<file path="config.mk">
export PLATFORM = sky130hd
export DESIGN_NAME = mac_accum_seq_flat
export DESIGN_NICKNAME = d
export VERILOG_FILES = /design/src/rtl/mac_accum_seq_if.sv /design/src/rtl/mac_accum_seq.sv /design/src/flat_wrapper.sv
export SDC_FILE = /design/constraint.sdc
export NUM_CORES = 1
export LEC_CHECK = 0
export ABC_CLOCK_PERIOD_IN_PS = 2890
export CORE_MARGIN = 4
export CORE_UTILIZATION = 48
export CTS_CLUSTER_DIAMETER = 100
export CTS_CLUSTER_SIZE = 24
export DETAILED_ROUTE_END_ITERATION = 8
export PLACE_DENSITY = 0.85
export SLEW_MARGIN = 25
export SYNTH_ARGS = -nofsm -noshare
export SYNTH_HDL_FRONTEND = slang
export SYNTH_SLANG_ARGS = --single-unit
</file>
<file path="constraint.sdc">
create_clock -name clk -period 2.89 [get_ports clk]
set_clock_uncertainty 0.1 [all_clocks]
set_input_delay 0.867 -clock clk [delete_from_list [all_inputs] [get_ports clk]]
set_output_delay 0.867 -clock clk [all_outputs]
set_load 0.01 [all_outputs]
</file>
<file path="src/rtl/mac_accum_seq_if.sv">
// mac_accum_seq_if: operand-in / result-out handshake bundle for mac_accum_seq.
//   in_valid/in_ready/in_a/in_b       : operand beat stream (source -> engine)
//   out_valid/out_ready/out_acc/out_ovf: frame result stream (engine -> sink)
// Modports: master = source/sink side (testbench, upstream logic),
//           slave  = engine side.
interface mac_accum_seq_if #(
   parameter int A_W   = 2,
   parameter int B_W   = 3,
   parameter int ACC_W = 6
);
   logic             in_valid;
   logic             in_ready;
   logic [A_W-1:0]   in_a;
   logic [B_W-1:0]   in_b;
   logic             out_valid;
   logic             out_ready;
   logic [ACC_W-1:0] out_acc;
   logic             out_ovf;

   modport master (
      output in_valid, in_a, in_b, out_ready,
      input  in_ready, out_valid, out_acc, out_ovf
   );

   modport slave (
      input  in_valid, in_a, in_b, out_ready,
      output in_ready, out_valid, out_acc, out_ovf
   );
endinterface

</file>
<file path="src/rtl/mac_accum_seq.sv">
// mac_accum_seq: sequential multiply-accumulate frame engine.
// Accepts N_TERMS unsigned (a,b) beats, sums a*b into a registered accumulator,
// then holds the frame sum on the output handshake until it is taken.
// Ports:
//   clk      : clock, rising edge
//   rst_n    : asynchronous active-low reset
//   sync_clr : synchronous frame abort, highest priority
//   bus      : mac_accum_seq_if.slave (operand in / result out handshakes)
// Build option: MAC_SATURATE_EN defined -> accumulator clamps at 2^ACC_W-1 on
// overflow for the rest of the frame; undefined -> accumulator wraps.
// out_ovf flags overflow in both builds.
module mac_accum_seq #(
   parameter int A_W     = 2,
   parameter int B_W     = 3,
   parameter int ACC_W   = 6,
   parameter int N_TERMS = 4
) (
   input  logic           clk,
   input  logic           rst_n,
   input  logic           sync_clr,
   mac_accum_seq_if.slave bus
);
   localparam int P_W   = A_W + B_W;
   // Sum wide enough to hold both a full product and an ACC_W carry-out,
   // so "product too wide on its own" and "carry out" are one test.
   localparam int S_W   = ((ACC_W > P_W) ? ACC_W : P_W) + 1;
   localparam int CNT_W = (N_TERMS > 1) ? $clog2(N_TERMS) : 1;

   localparam logic [0:0] ACCUM = 1'b0;
   localparam logic [0:0] HOLD  = 1'b1;

   logic [0:0]       state;
   logic [CNT_W-1:0] cnt;
   logic [ACC_W-1:0] acc;
   logic             ovf;

   logic             accept;
   logic             first;
   logic             last;
   logic [P_W-1:0]   prod;
   logic [ACC_W-1:0] base;
   logic [S_W-1:0]   sum;
   logic             beat_ovf;
   logic             ovf_nxt;
   logic [ACC_W-1:0] acc_nxt;

   assign accept = bus.in_valid & bus.in_ready;
   assign first  = (cnt == '0);
   assign last   = (cnt == CNT_W'(N_TERMS - 1));

   assign prod     = P_W'(bus.in_a) * P_W'(bus.in_b);
   // First beat of a frame reloads instead of adding.
   assign base     = first ? '0 : acc;
   assign sum      = S_W'(base) + S_W'(prod);
   assign beat_ovf = |sum[S_W-1:ACC_W];
   assign ovf_nxt  = beat_ovf | (first ? 1'b0 : ovf);

`ifdef MAC_SATURATE_EN
   // Sticky ovf keeps the clamp for the remainder of the frame.
   assign acc_nxt = ovf_nxt ? '1 : sum[ACC_W-1:0];
`else
   assign acc_nxt = sum[ACC_W-1:0];
`endif

   always_ff @(posedge clk or negedge rst_n) begin
      if (!rst_n) begin
         state <= ACCUM;
         cnt   <= '0;
         acc   <= '0;
         ovf   <= 1'b0;
      end else if (sync_clr) begin
         state <= ACCUM;
         cnt   <= '0;
         acc   <= '0;
         ovf   <= 1'b0;
      end else begin
         case (state)
            ACCUM: begin
               if (accept) begin
                  acc <= acc_nxt;
                  ovf <= ovf_nxt;
                  if (last) begin
                     cnt   <= '0;
                     state <= HOLD;
                  end else begin
                     cnt <= cnt + CNT_W'(1);
                  end
               end
            end
            HOLD: begin
               // No same-cycle handoff: beats resume the cycle after release.
               if (bus.out_ready) state <= ACCUM;
            end
            default: state <= ACCUM;
         endcase
      end
   end

   assign bus.in_ready  = (state == ACCUM);
   assign bus.out_valid = (state == HOLD);
   assign bus.out_acc   = acc;
   assign bus.out_ovf   = ovf;
endmodule

</file>
<file path="src/flat_wrapper.sv">
// flat-port wrapper written by rule: the top's interface ports become plain ports
module mac_accum_seq_flat 
#(
   parameter int A_W     = 2,
   parameter int B_W     = 3,
   parameter int ACC_W   = 6,
   parameter int N_TERMS = 4
)
  (clk, rst_n, sync_clr, bus_in_valid, bus_in_a, bus_in_b, bus_out_ready, bus_in_ready, bus_out_valid, bus_out_acc, bus_out_ovf);
  mac_accum_seq_if #(.A_W(A_W), .B_W(B_W), .ACC_W(ACC_W)) bus_i ();
  input  logic clk;
  input  logic rst_n;
  input  logic sync_clr;
  input wire logic [$bits(bus_i.in_valid)-1:0] bus_in_valid;
  input wire logic [$bits(bus_i.in_a)-1:0] bus_in_a;
  input wire logic [$bits(bus_i.in_b)-1:0] bus_in_b;
  input wire logic [$bits(bus_i.out_ready)-1:0] bus_out_ready;
  output wire logic [$bits(bus_i.in_ready)-1:0] bus_in_ready;
  output wire logic [$bits(bus_i.out_valid)-1:0] bus_out_valid;
  output wire logic [$bits(bus_i.out_acc)-1:0] bus_out_acc;
  output wire logic [$bits(bus_i.out_ovf)-1:0] bus_out_ovf;
  assign bus_i.in_valid = bus_in_valid;
  assign bus_i.in_a = bus_in_a;
  assign bus_i.in_b = bus_in_b;
  assign bus_i.out_ready = bus_out_ready;
  assign bus_in_ready = bus_i.in_ready;
  assign bus_out_valid = bus_i.out_valid;
  assign bus_out_acc = bus_i.out_acc;
  assign bus_out_ovf = bus_i.out_ovf;
  mac_accum_seq #(.A_W(A_W), .B_W(B_W), .ACC_W(ACC_W), .N_TERMS(N_TERMS)) u_core (.clk(clk), .rst_n(rst_n), .sync_clr(sync_clr), .bus(bus_i));
endmodule
</file>
==> results of run 1 <==
==> logic make-up (layout without fill, tap and decap cells) <==
kind of cell	Yosys count	count (layout)	synth area share [%]
AO/OA/AOI/OAI	16	16	13.6
AND/OR/NAND/NOR	42	42	27.9
flip-flops	10	10	31.9
adder cells (fa/ha/maj)	11	11	20.4
buffers and inverters	11	37	6.22
==> synthesized netlist by cell type, drive strengths merged <==
cell type and instances:
a211oi 2, a21o 2, a21oi 7, a221o 1, a31oi 1, and2 2, and3 1, buf 1
clkbuf 2, dfrtp 10, fa 3, ha 8, inv 8, nand2 13, nand2b 6, nand3 2
nand3b 3, nor2 7, nor2b 5, o211ai 2, o21ai 1, or3 1, or4 1, or4b 1
==> layout make-up <==
type	count	area (um2)	share of cell area [%]
Tap cell	16	20.0	1.88
Multi-Input combinational cell	69	503	47.2
Inverter	8	30.0	2.82
Timing Repair Buffer	25	226	21.2
Sequential cell	10	250	23.5
Clock buffer	4	36.3	3.40
==> worst min path at each step <==
stage                          startpoint  depth (start not counted)  slack (ps)                     to
global route        u_core.bus.out_acc[0]                          2         480  u_core.bus.out_acc[0]
global placement    u_core.bus.out_acc[0]                          2         430  u_core.bus.out_acc[0]
floorplan                   u_core.cnt[1]                          2         420          u_core.cnt[1]
CTS                 u_core.bus.out_acc[0]                          2         450  u_core.bus.out_acc[0]
finish              u_core.bus.out_acc[0]                          2         440  u_core.bus.out_acc[0]
detailed placement  u_core.bus.out_acc[0]                          2         440  u_core.bus.out_acc[0]
==> flip-flops by register name, summed over array words and instances (netlist names) <==
name and count:
u_core.cnt 2, u_core.bus.out_valid 1, u_core.bus.out_ovf 1, u_core.bus.out_acc 6
==> where the power goes <==
part | leakage [nW] | switching [mW] | internal (mW) | total (mW)
clock | 0.0210 | 0.0484 | 0.0765 | 0.125
sequential | 0.136 | 0.00545 | 0.146 | 0.152
combinational | 0.358 | 0.0443 | 0.0474 | 0.0917
==> routing by layer <==
layer	vias up	global-route usage [%]
li1	358	-
met1	355	19.1
met2	21	27.4
met3	4	3.37
met4	0	7.37
met5	-	0
==> layout by cell type, fill, tap and decap left out, types with 2 or more instances in the layout <==
cell type        instances
nor2_1                   7
dlygate4sd2_1            5
inv_1                    7
buf_4                    7
nand2b_1                 5
ha_1                     7
nand2_1                 13
a21o_1                   2
nand3_1                  2
a211oi_1                 2
nand3b_1                 3
clkbuf_4                 3
nor2b_1                  5
and2_1                   2
fa_1                     2
a21oi_1                  7
dfrtp_1                 10
clkdlybuf4s50_1         13
==> per-stage QoR <==
step | worst slack, ps | cell area (um2)
2_1_floorplan | 156 | 785
3_3_place_gp | -389 | 1020
3_5_place_dp | -430 | 1020
4_1_cts | 118 | 1070
5_1_grt | 26.8 | 1070
6_report | 99.0 | 1070
==> critical path, delay by kind of cell <==
kind                       cells  cell delay (ps)
adders and majority gates      3             1020
and+or+nand+nor                2              230
AOI/OAI and AO/OA              2              420
buffers and inverters          3              350
==> what timing repair did <==
item / in CTS / in global routing
gates resized for setup: 10 / 0
setup endpoints to repair: 2 / 0
hold buffers: 0 / 0
==> run summary, run 1 <==
When the netlist entered floorplanning its net count stood at 111. The final clock period utilization by the worst path is 96.6%, and the area of the die is 2340 um2. Following the worst setup path forward leads to its endpoint at u_core.bus.out_acc[5]. The tools report the normalized max-slew margin as 68.8%. The depth of the CTS H-tree came out at 1.

The run gives 738 as the total number of vias. The critical register-to-register path endpoint is u_core.bus.out_acc[5]. The number of antenna violations at the first check in global routing is 0, and the number of storage elements in the synthesis netlist is 10.

The clock period minus worst slack is 2790 ps, and the share of final-layout standard cells stronger than drive strength 1 is 14.7%. Per-cell via count in the routed design: 5.59. The clock latency at the later pin of the worst-skew pair was 260 ps. The library cell contributing the largest single delay on the critical path was fa_1. The signal on the critical path passes through dlygate4sd2_1, nand2_1, fa_1, inv_1, ha_2, inv_2, fa_2, nand2b_4, a221o_1, o211ai_2. The wire length on met1 is 739 um, and the number of top-level design ports is 19. Setup repair after global routing left no endpoint under its margin. Derived from the worst setup path, the maximum achievable clock frequency is 0.358 GHz.

Overall routed net length: 1740 um. The number of iterations in the first detailed-routing pass came out at 6. Critical path's largest stage delay: 450 ps. The logs give 16.1% for the global-route usage over all layers and 31.9% for the sequential area share after synthesis.

The placeable core region is 1520 um2, and the final instance count without filler cells is 132. The clock buffer count from CTS came out at 3. After floorplanning, the core was divided into 14 placement rows. Top routing layer in use: met4. The longest clock path from root to sink contains 2 buffers. The worst register-to-register path begins at u_core.cnt[0]. The fill cell total of the finished layout came out at 125. The biggest area contributor in the post-synthesis netlist is dfrtp_1. The path class of the tightest hold or removal check is reg2reg.

The tools report the type of origin of the critical path as an input pin. The required time at the worst-slack endpoint came out at 2980 ps. After synthesis, the largest area contributor takes up 31.9% of total cell area. The floorplan step set the die height to 48.4 um.

Yosys attributes the largest share of cell area to dfrtp_1 (32%), ha_1 (13%), fa_1 (7.7%). Measured on the finished design, the core utilization comes to 70.0%. The count of buffers inserted at the top-level ports works out to 18.

At the end of the flow, the number of nets in the layout was 138. Routability-driven placement finished with a final weighted congestion of 0.796. Setup violations remaining at the end of the flow were counted as 0. The number of antenna diodes in the final layout is 0. Measured along the x axis, the die boundary spans 48.4 um. The accumulated negative setup slack was 0 ps.

The root buffer cell chosen for the clock tree is clkbuf_4. The actual slew at the worst max-slew pin came out at 467 ps. Summed over all nets, the half-perimeter wirelength after detailed placement is 1370 um. Once the clock tree was built, the setup fixing pass inserted 0 buffers. The data arrival time of the critical path was 2880 ps; the register clock-pin slew on the reported worst setup and hold paths was 70 ps. In this run, the number of DRC markers left after iteration 0 of detailed routing was 13. Hold is met by 444 ps. The total power of the final layout is 0.368 mW. For the via count of the first global-routing pass, the log shows 729. Detailed routing placed a total of 86 um of wire on met3. The synthesis warning total was 0.

The start point of the critical path is bus_in_a[0]. In this run the remaining antenna-violating nets after routing total 0. For the hold violation count in the final report, the log shows 0. For this run the aggregate overflow at the end of global routing stands at 0. CTS saw 10 sinks.

The first global-routing pass estimated 3100 um of wire. Of all nets on the critical path, the largest fanout is 3. For this run, design rule violations remaining after detail routing come to 0. In this run the register-to-register setup slack is 130 ps. The final max-slew violation count came out at 0. TritonCTS built the clock tree. Average size of a mapped cell: 8.72 um2.

The critical path is of the in2reg type. In this run the power density over the cells is 345 nW/um2. The initial core utilization is 51.5%, and the met2 routed wirelength is 889 um. The worst register-to-register path has a depth of 11.

Max-cap violations in this run came to 0. Summing every instance area after synthesis gives 785 um2. The worst setup path is captured at a flop. In this run the static leakage power is 0.515 nW. The area overhead of the layout relative to synthesis was 35.9%.

VDD sags by at most 0.344 mV. The pin count of the biggest net entering global routing is 15, and the instance count of the mapped netlist is 90. The run finished with clean final reports.

Yosys mapped the design onto 25 distinct sky130hd cell types. In this run, placement finished with an instance count of 128. The average routed wire per standard cell works out to 13.2 um.
(Power assumes the default switching activity.)
==> inputs of run 2 (changes only) <==
--- a/config.mk
+++ b/config.mk
@@ -8,7 +8,6 @@
 export ABC_CLOCK_PERIOD_IN_PS = 2890
 export CORE_MARGIN = 4
 export CORE_UTILIZATION = 48
-export CTS_CLUSTER_DIAMETER = 100
 export CTS_CLUSTER_SIZE = 24
 export DETAILED_ROUTE_END_ITERATION = 8
 export PLACE_DENSITY = 0.85
==> results of run 2 <==
No change in the layout: final DEF, timing and power equal those of run 1.
==> inputs of run 3 (changes only) <==
--- a/config.mk
+++ b/config.mk
@@ -10,7 +10,7 @@
 export CORE_UTILIZATION = 48
 export CTS_CLUSTER_SIZE = 24
 export DETAILED_ROUTE_END_ITERATION = 8
-export PLACE_DENSITY = 0.85
+export PLACE_DENSITY_LB_ADDON = 0.25
 export SLEW_MARGIN = 25
 export SYNTH_ARGS = -nofsm -noshare
 export SYNTH_HDL_FRONTEND = slang
==> run summary, run 3 (synthesis results as in run 1) <==
The hold violation count in the final report is 0. TritonCTS built the clock tree. The run gives 2910 ps as the data arrival time of the critical path. The die is 48.4 um tall.

For hold timing, the worst endpoint is u_core.bus.out_acc[0]. VDD sags by at most 0.236 mV. The worst setup path is captured at a flop. In the layout the commonest cells are clkdlybuf4s50_1 (13), nand2_1 (11), dfrtp_1 (10). The logs give 0.368 mW for the total power of the final layout and 3330 um for the wire length of the first global-routing pass.

The worst hold path passes through 2 cells. The fill cell total of the finished layout is 121, and the count of buffers inserted at the top-level ports is 18. The average routed wire per standard cell is 14.3 um.

The sum of overflow across all layers after global routing is 0. Clock tree root driver cell: clkbuf_4. The longest clock path from root to sink contains 2 buffers.

The worst register-to-register path has a setup slack of 140 ps. The register with the most flip-flops in the layout has 6 of them. The HPWL after detailed placement is 1510 um. The die is 48.4 um wide. For this block, the via count after detailed routing is 711. The number of hold buffers added after CTS is 0, and the number of cells after detailed placement is 128. The logs give 1890 um for the overall routed net length and 0 for the post-detailed-route DRC marker count.

The pin count of the biggest net entering global routing is 15. Summed over all cells, the static leakage comes to 0.514 nW. The run finished with clean final reports.

Dividing the detail-routed via count by the number of cells gives 5.39. After layout, the worst path uses 97.9% of the clock period. The floorplan has 14 rows. The antenna cell count is 0, and the number of iterations in the first detailed-routing pass is 4.

The ratio of total power to cell area was 343 nW/um2; the net switching component of the power was 0.0971 mW. Data on the critical path is required at its endpoint by 2970 ps. The tools report the type of origin of the critical path as an input pin. The die covers 2340 um2. The tools report the initial core utilization as 51.5%. In this run the tightest slew margin relative to its limit is 69.4%. In this run switching power makes up 26.4% of total power.

At the end of routability-driven placement, the weighted congestion stood at 0.759. For the worst flop-to-flop path, the logic depth is 11. For this run, the top clock speed supported by timing is 0.354 GHz. Post-CTS timing repair inserted 0 buffers for setup.

The tightest min-delay check is of the reg2reg type. The peak fanout along the critical path is 3. The clock period minus worst slack is 2830 ps, and the total clock sinks is 10.

The tools report the number of top-level design ports as 19. Setup violations remaining at the end of the flow were counted as 0. The startpoint identified for the worst register-to-register timing path is u_core.cnt[0]. The placeable core region was 1520 um2; the final instance count without filler cells was 132. The share of total power dissipated in sequential elements is 41.2%.

Clock tree synthesis inserted a total of 3 buffers. Area overhead of the layout relative to synthesis: 36.7%. The share of total power dissipated in the clock network is 33.3%. The net count of the finished layout is 138. The final max-slew violation count is 0. The via count of the first global-routing pass was 766; the internal power consumption was 0.270 mW.

The number of nets still failing antenna checks after routing is 0, and the share of final-layout standard cells stronger than drive strength 1 is 16.4%. Commonest non-fill, non-tap cell in the layout: clkdlybuf4s50_1. After clock tree synthesis, the clock-pin slew on the worst setup and hold paths is 70 ps. Max-cap violations in this run came to 0. Setup repair after global routing left no endpoint under its margin. Classification of the worst setup path: in2reg. In this run the critical register-to-register path is captured at u_core.bus.out_acc[5]. Actual slew at the worst max-slew pin: 457 ps.

Combinational cell fraction of total power: 25.5%. In this run, the number of DRC markers left after iteration 0 of detailed routing was 16. The worst hold path begins at u_core.bus.out_acc[0]. For the worst-skew pair, the clock arrives at the later sink with an insertion delay of 260 ps. Depth of the CTS H-tree: 1. For this run, the total global-route usage over all layers was measured as 17.4%. The number of antenna violations at the first check in global routing is 0.
## run 3: worst max-delay path by stage
stage                startpoint               endpoint  slack, ps  cells past startpoint
finish              bus_in_b[1]  u_core.bus.out_acc[5]         60                     10
global route        bus_in_a[1]  u_core.bus.out_acc[5]          4                     10
CTS                 bus_in_a[0]  u_core.bus.out_acc[5]         60                     10
detailed placement  bus_in_a[1]  u_core.bus.out_acc[5]       -450                     10
global placement    bus_in_a[1]  u_core.bus.out_acc[5]       -390                     10
floorplan           bus_in_b[1]  u_core.bus.out_acc[4]        160                      7
## run 3: final cells by class
| cell class | instances | area (um2) | area share (%) |
|---|---|---|---|
| Tap cell | 16 | 20.0 | 1.87 |
| Timing Repair Buffer | 25 | 228 | 21.2 |
| Multi-Input combinational cell | 69 | 508 | 47.4 |
| Inverter | 8 | 30.0 | 2.80 |
| Clock buffer | 4 | 36.3 | 3.38 |
| Sequential cell | 10 | 250 | 23.3 |
## run 3: worst max-delay path: stages
cell           delay (ps)
dlygate4sd2_1         230
nand2_2                70
fa_1                  480
inv_1                  80
ha_2                  180
inv_2                  40
fa_2                  380
nand2b_4              160
a221o_1               360
o211ai_2               60
## run 3: timing repair
item / 4_1_cts / 5_1_grt
gates cloned: 0 / 0
pin swaps: 9 / 0
endpoints found under the setup margin: 3 / 1
resized for setup: 10 / 3
## run 3: power groups by stage
| stage | combinational [mW] | sequential (mW) | clock [mW] |
|---|---|---|---|
| floorplan | 0.0445 | 0.155 | 0 |
| global placement | 0.0904 | 0.154 | 0 |
| detailed placement | 0.0931 | 0.154 | 0 |
| CTS | 0.0936 | 0.151 | 0.125 |
| global route | 0.106 | 0.152 | 0.136 |
| finish | 0.0938 | 0.151 | 0.122 |
## run 3: routing by layer
| layer | wire [um] | vias up | track usage [%] |
|---|---|---|---|
| met2 | 965 | 21 | 29.1 |
| li1 | - | 351 | - |
| met5 | 0 | - | 0 |
| met4 | 14 | 0 | 5.07 |
| met3 | 70 | 2 | 3.07 |
| met1 | 843 | 337 | 22.7 |
## run 3: per-stage QoR
step	utilization (%)	setup TNS [ps]	hold slack, ps	area, um2	worst slack [ps]
after CTS	70.0	0	445	1070	59.4
after floorplan	-	0	423	785	156
after global routing	70.4	0	464	1070	4.12
after detailed placement	66.8	-1620	435	1020	-449
final	70.4	0	441	1070	62.0
after global placement	66.8	-1480	426	1020	-390
